File: src/rtl/rr_grant_ctrl.sv
// Round-robin arbiter: registered one-hot grant held until release, one PARK turnaround cycle.
// Optional grant timeout with preempt pulse enabled by defining RR_GRANT_TIMEOUT_EN.
module rr_grant_ctrl #(
   parameter int unsigned N        = 4,
   parameter int unsigned MAX_HOLD = 8
) (
   input  logic                 i_clk,
   input  logic                 i_rst,
   input  logic [N-1:0]         i_req,
   output logic [N-1:0]         o_grant,
   output logic [$clog2(N)-1:0] o_grant_id,
   output logic                 o_busy,
   output logic                 o_any_req,
   output logic                 o_preempt
);

   localparam int unsigned IW = $clog2(N);

   if (N < 2 || N > 16) begin : g_bad_n
      $error("rr_grant_ctrl: N must be in 2..16");
   end
   if (MAX_HOLD < 2) begin : g_bad_hold
      $error("rr_grant_ctrl: MAX_HOLD must be at least 2");
   end

   typedef enum logic [1:0] {
      StIdle,
      StGrant,
      StPark
   } state_e;

   state_e        r_state, w_state_d;
   logic [IW-1:0] r_ptr, w_ptr_d;
   logic [IW-1:0] r_grant_id, w_grant_id_d;
   logic [N-1:0]  r_grant, w_grant_d;
   logic          r_busy, w_busy_d;

   logic          w_found;
   logic [IW-1:0] w_sel;
   logic [IW-1:0] w_idx;
   logic [IW-1:0] w_sel_inc;
   logic          w_release;

`ifdef RR_GRANT_TIMEOUT_EN
   localparam int unsigned HW = $clog2(MAX_HOLD);
   localparam logic [HW-1:0] HoldLast = HW'(MAX_HOLD - 1);

   logic [HW-1:0] r_hold, w_hold_d;
   logic          r_preempt, w_preempt_d;
`endif

   assign o_any_req = |i_req;

   // First set request bit scanning upward from r_ptr, wrapping mod N.
   always_comb begin
      w_found = 1'b0;
      w_sel   = '0;
      w_idx   = '0;
      for (int unsigned k = 0; k < N; k++) begin
         w_idx = IW'((32'(r_ptr) + k) % N);
         if (!w_found && i_req[w_idx]) begin
            w_found = 1'b1;
            w_sel   = w_idx;
         end
      end
   end

   assign w_sel_inc = (w_sel == IW'(N - 1)) ? '0 : w_sel + 1'b1;

   always_comb begin
      w_state_d    = r_state;
      w_ptr_d      = r_ptr;
      w_grant_d    = r_grant;
      w_grant_id_d = r_grant_id;
      w_busy_d     = r_busy;
      w_release    = 1'b0;
`ifdef RR_GRANT_TIMEOUT_EN
      w_hold_d     = r_hold;
      w_preempt_d  = 1'b0;
`endif
      case (r_state)
         StIdle: begin
            if (w_found) begin
               w_state_d           = StGrant;
               w_grant_d           = '0;
               w_grant_d[w_sel]    = 1'b1;
               w_grant_id_d        = w_sel;
               w_busy_d            = 1'b1;
               w_ptr_d             = w_sel_inc;
`ifdef RR_GRANT_TIMEOUT_EN
               w_hold_d            = '0;
`endif
            end
         end
         StGrant: begin
            if (!i_req[r_grant_id]) begin
               w_release = 1'b1;
            end
`ifdef RR_GRANT_TIMEOUT_EN
            else if (r_hold == HoldLast) begin
               w_release   = 1'b1;
               w_preempt_d = 1'b1;
            end else begin
               w_hold_d = r_hold + 1'b1;
            end
`endif
            if (w_release) begin
               w_state_d    = StPark;
               w_grant_d    = '0;
               w_grant_id_d = '0;
               w_busy_d     = 1'b0;
            end
         end
         StPark: begin
            w_state_d = StIdle;
         end
         default: begin
            w_state_d    = StIdle;
            w_grant_d    = '0;
            w_grant_id_d = '0;
            w_busy_d     = 1'b0;
         end
      endcase
   end

   always_ff @(posedge i_clk) begin
      if (i_rst) begin
         r_state    <= StIdle;
         r_ptr      <= '0;
         r_grant    <= '0;
         r_grant_id <= '0;
         r_busy     <= 1'b0;
      end else begin
         r_state    <= w_state_d;
         r_ptr      <= w_ptr_d;
         r_grant    <= w_grant_d;
         r_grant_id <= w_grant_id_d;
         r_busy     <= w_busy_d;
      end
   end

`ifdef RR_GRANT_TIMEOUT_EN
   always_ff @(posedge i_clk) begin
      if (i_rst) begin
         r_hold    <= '0;
         r_preempt <= 1'b0;
      end else begin
         r_hold    <= w_hold_d;
         r_preempt <= w_preempt_d;
      end
   end

   assign o_preempt = r_preempt;
`else
   assign o_preempt = 1'b0;
`endif

   assign o_grant    = r_grant;
   assign o_grant_id = r_grant_id;
   assign o_busy     = r_busy;

endmodule

File: config.mk
export PLATFORM = sky130hd
export DESIGN_NAME = rr_grant_ctrl
export DESIGN_NICKNAME = d
export VERILOG_FILES = /design/src/rtl/rr_grant_ctrl.sv
export SDC_FILE = /design/constraint.sdc
export NUM_CORES = 1
export LEC_CHECK = 0
export ABC_AREA = 1
export CAP_MARGIN = 20
export CORE_ASPECT_RATIO = 0.9
export CORE_UTILIZATION = 46
export CTS_CLUSTER_SIZE = 25
export DETAILED_ROUTE_END_ITERATION = 6
export GPL_ROUTABILITY_DRIVEN = 0
export PLACE_DENSITY_LB_ADDON = 0.3
export SLEW_MARGIN = 10
export SYNTH_ARGS = -nofsm -noshare
export SYNTH_HDL_FRONTEND = slang
export SYNTH_SLANG_ARGS = --single-unit
File: constraint.sdc
create_clock -name i_clk -period 1.8 [get_ports i_clk]
set_input_delay 0.27 -clock i_clk [delete_from_list [all_inputs] [get_ports i_clk]]
set_output_delay 0.27 -clock i_clk [all_outputs]
set_load 0.05 [all_outputs]
Yosys cells after proc, flatten, opt, wreduce, memory -nomap -nowiden
Cells that the tools add are included. W data, S select, Z words.

Flip-flop bits (word level): 11. Logic and storage cells: 69.

Add/subtract/negate cells: 4. Order comparisons: 7. Equal/unequal tests: 5. Muxes and demuxes: 35. Bitwise operators: 1. Reductions and logical operators: 12.

Operators by type and width (number): $lt A2 B3 Y1 const B (6); $mux W2 (9); $mux W1 (14); $pmux W4 S3 (1); $bmux W1 S2 (5); $mux W4 (2); $pmux W2 S3 (1); $add A2 B1 Y2 const B (2); $add A2 B2 Y2 const B (2); $eq A2 B2 Y1 const B (2); $logic_and A1 B1 Y1 (4); $ne A2 B2 Y1 const B (2); $pmux W2 S2 (1); $reduce_and A2 Y1 (2); $reduce_or A4 Y1 (1); $logic_not A1 Y1 (3); $pmux W1 S3 (1); $reduce_and A3 Y1 (1); $demux W1 S2 (1); $eq A2 B1 Y1 const B (1); $ge A2 B1 Y1 const B (1); $logic_not A2 Y1 (1); $not A1 Y1 (1).

Depth between registers and ports, before layout
Depth after elaboration: 18. Gate-level depth with buffers: 15. Depth with buffers taken out: 14.

Worst setup path after synthesis
OpenSTA, ideal clock, no wires.

Path kind: flip-flop to flip-flop. Start point: reg r_ptr[0]. End point: reg r_ptr[1]. Setup time: 0.137 ns. Data arrival time: 1.562 ns. Data required time: 1.663 ns. Path slack: 0.101 ns. Stages on the path, launching flop included: 16. Buffers on the path: 1. Period minus slack after synthesis: 1.699 ns. Path through: dfxtp_1 > buf_6 > inv_6 > nand2_1 > nand2_2 > nand2_4 > nand2_4 > nor2_8 > nand2_2 > nand2_1 > nand2_2 > nand3_2 > inv_2 > ha_1 > nor2_1 > a211oi_1.

Word-level cells in the longest chain between the ends: 14. Elaborated cells between the ends (all ways): 29.

Ends and longest elaborated chain: start, declared (RTL line 33) `logic [IW-1:0] r_ptr, w_ptr_d;`; start signal, assigned (RTL line 135) `r_ptr <= w_ptr_d;`; branches (longest 11 deep; another with $add A2 B1 Y2); $mux W2 * (RTL line 61) `if (!w_found && i_req[w_idx]) begin`; $add A2 B1 Y2 / $eq A2 B2 Y1 (equally long branches) (RTL line 68) `assign w_sel_inc = (w_sel == IW'(N - 1)) ? '0 : w_sel + 1'b1;`; $mux W2 * (RTL line 68); via w_sel_inc[1] (RTL line 41) `logic [IW-1:0] w_sel_inc;`.

Mark *: on every way through the listed nets, which the timed path passes. The select of a mux whose other input is x is not followed. A chain may end at the register's enable or synchronous reset.

Worst setup path after layout
Start point: reg r_ptr[0]. End point: reg r_grant[2], in the netlist o_grant[2].

Word-level cells in the longest chain between the ends: 18. Elaborated cells between the ends (all ways): 34.

Ends and longest elaborated chain: branches (longest 18 deep; another with $lt A2 B3 Y1); end signal, assigned (RTL line 136) `r_grant <= w_grant_d;`; end, declared (RTL line 35) `logic [N-1:0] r_grant, w_grant_d;`.

Parallel ways; which one is timed is not known. The select of a mux whose other input is x is not followed.

==> results.tsv <==
metric	value	unit
status	finished, violations left	
failing checks	setup timing	
Top Ports	15	
DRC	0	
Syn Area/Cell	7.216	um^2
1st-pass router iterations	4	
H-tree level count	1	
final cell utilization of the core	81.10	%
Top Metal Used	met4	
cell row count	14	
internal power	0.001348	W
type of the tightest min-delay check	flop to flop	
vias post-DR	936	
Yosys top cell by area	dfxtp_1	
Clk Latency, worst-skew pair	0.28	ns
Clock Tree Root	clkbuf_4	
Achievable Freq	547.9	MHz
max_slew headroom	66.50	%
# clock sinks	11	
Mapped Cells	116	
Routed WL	2.555	mm
I/O Buffers	13	
cts hold-fix bufs	0	
antenna viol nets, final	0	
skew final	0.01104	ns
count of different cell masters after synthesis	24	
area grow syn2layout	62.93	%
CTS Buffer Depth	2	
Reg power frac	15.4	%
switching power	0.001380	W
grt total ovfl	0	
clock share of power	6.4	%
HPWL Detailed	1.561	mm
Arr. time, crit path	1.96	ns
worst vdd ir	1.426	mV
CP endpoint kind	flop	
top cells by area, synth	dfxtp_1, nand2_1, nand3_2	
vias in the first global route	939	
max_cap viols	0	
die area	1995	um^2
CTS buffer count	3	
switching share of power	50.58	%
area share of the largest cell type after synthesis	26.31	%
Initial Util	49.78	%
# nets final	169	
Die X	46.97	um
CP peak stage delay	0.33	ns
Yosys warning total	0	
Crit Path Max Fanout	8	
TritonCTS clock tree	done	
CORE AREA	1682	um^2
DR vias/cell	5.143	
Iter 0 DRT Violations	22	
Final min period	1.825	ns
Worst EP required	1.94	ns
Post-Place Setup Slack	-0.3453	ns
PD cells	2000	nW/um^2
Final WS setup	-0.02509	ns
routed wl met3	124	um
worst slew pin tran	0.5016	ns
Fin. Hold Viols	0	
Comb power frac	78.2	%
DRT met1 WL	1.003	mm
period utilization	101.4	%
initial antenna violation count	0	
Final Setup Violations	2	
Mapped Area	837.1	um^2
RSZ-0062 raised after global routing	true	
first-pass GRT wire length	4.015	mm
commonest non-fill, non-tap cells in the layout	nand2_1, buf_4, nand2_4, dfxtp_1, nand2_2	
clock-pin slew on the worst setup and hold paths	0.06	ns
sequential area share after synthesis	26.31	%
critical-path cell list	buf_12 > inv_12 > nand2_4 > nand3_4 > nand2_4 > nor2_8 > nand4_1 > nand2_2 > inv_2 > buf_4 > ha_2 > nand2_1 > a21oi_1	
top cell family by delay on the critical path	simple AND/OR/NAND/NOR gates	
ANT cells	0	
Top cell by count, worst path	nand2_4	
CP Class	flop to flop	
CP Launch Type	flop	
die height	42.47	um
met2 wire length	1.363	mm
CP max stage cell	dfxtp_2	
Leak Pwr	0.6795	nW
DR WL/cell	14.04	um
filler cell count	100	
Max Slew Vio Count	0	
FF+latch count, synth	11	
largest net degree at the start of global routing	12	
CP bufs+invs	4	
Post-Syn Nets	126	
total track usage	28.53	%
layout cells sized above 1	52.53	%
## timing repair
item / CTS / global route
gates resized for setup: 30 / 12
buffers inserted: 9 / 2
setup endpoints to repair: 4 / 7
cloned: 0 / 0
pin swaps: 15 / 15
## synthesized netlist by cell type
library cell / n
dfxtp_1: 11
conb_1: 1
nand4_2: 1
nand3_2: 7
inv_6: 1
inv_1: 10
nor2_8: 1
a211oi_1: 1
o211ai_1: 2
buf_6: 1
nand4_1: 1
clkbuf_1: 1
inv_2: 2
nor2_2: 1
a21oi_1: 7
a21oi_2: 2
nand2_1: 36
nor2_1: 7
nand2_2: 10
nand3_1: 3
o211ai_2: 1
nand2_4: 4
ha_1: 4
buf_4: 1
## cell families after synthesis
kind of cell	Yosys count	share of synthesized area, %
compound gates	13	10.46
fa+ha+maj	4	5.979
buf+inv	16	9.119
flops	11	26.31
other cells	1	0.4480
simple gates	71	47.68
## final timing paths
path / to / start / slack [ns] / cells past startpoint
worst max-delay path: o_grant[2] / r_ptr[0] / -0.03 / 13
worst min-delay path: o_grant[0] / o_grant[0] / 0.47 / 2
worst max register to register: o_grant[2] / r_ptr[0] / -0.03 / 13
worst min register to register: o_grant[0] / o_grant[0] / 0.47 / 2
## layout make-up
type                       instances  area (um^2)  area share [%]
tap                               24        30.03           2.202
clock buffer                       4        26.28           1.927
sequential                        11        225.2           16.51
inverter                          13        63.81           4.679
timing repair buffer              41        357.8           26.24
multi-input combinational         89        660.6           48.44
## worst min-delay path: cells and delay by family (launching register included)
family,cells,cell delay [ns]
AOI/OAI and AO/OA,1,0.05
and+or+nand+nor,1,0.06
DFF,1,0.31
## power groups by stage
stage               clock (W)  combinational (W)  sequential (W)
finish               0.000174            0.00213        0.000420
CTS                  0.000172            0.00197        0.000411
global route         0.000189            0.00228        0.000431
global placement            0            0.00159        0.000404
detailed placement          0            0.00163        0.000409
floorplan                   0           0.000901        0.000600
## sequential cells by signal (all words and copies together), names as in the netlist
register and flops:
o_grant 4, o_grant_id 2, r_state 2, r_ptr 2, o_busy 1
## per-layer routing
| layer | vias to the layer above | global-route usage [%] |
|---|---|---|
| li1 | 454 | - |
| met1 | 437 | 30.77 |
| met2 | 37 | 51.39 |
| met3 | 8 | 8.190 |
| met4 | 0 | 8.571 |
| met5 | - | 0 |
## stage by stage
step	power (W)	instances	setup TNS [ns]	area (um^2)	hold WS, ns
after floorplan	0.001501	116	0	837.1	0.4156
after global placement	0.001993	168	-1.114	1130	0.4479
after detailed placement	0.002038	168	-1.591	1130	0.4532
after CTS	0.002552	181	0	1316	0.4637
after global routing	0.002896	182	-0.2251	1364	0.5077
final	0.002728	182	-0.02763	1364	0.4667
Note: power is estimated with default switching activity, not from simulation.
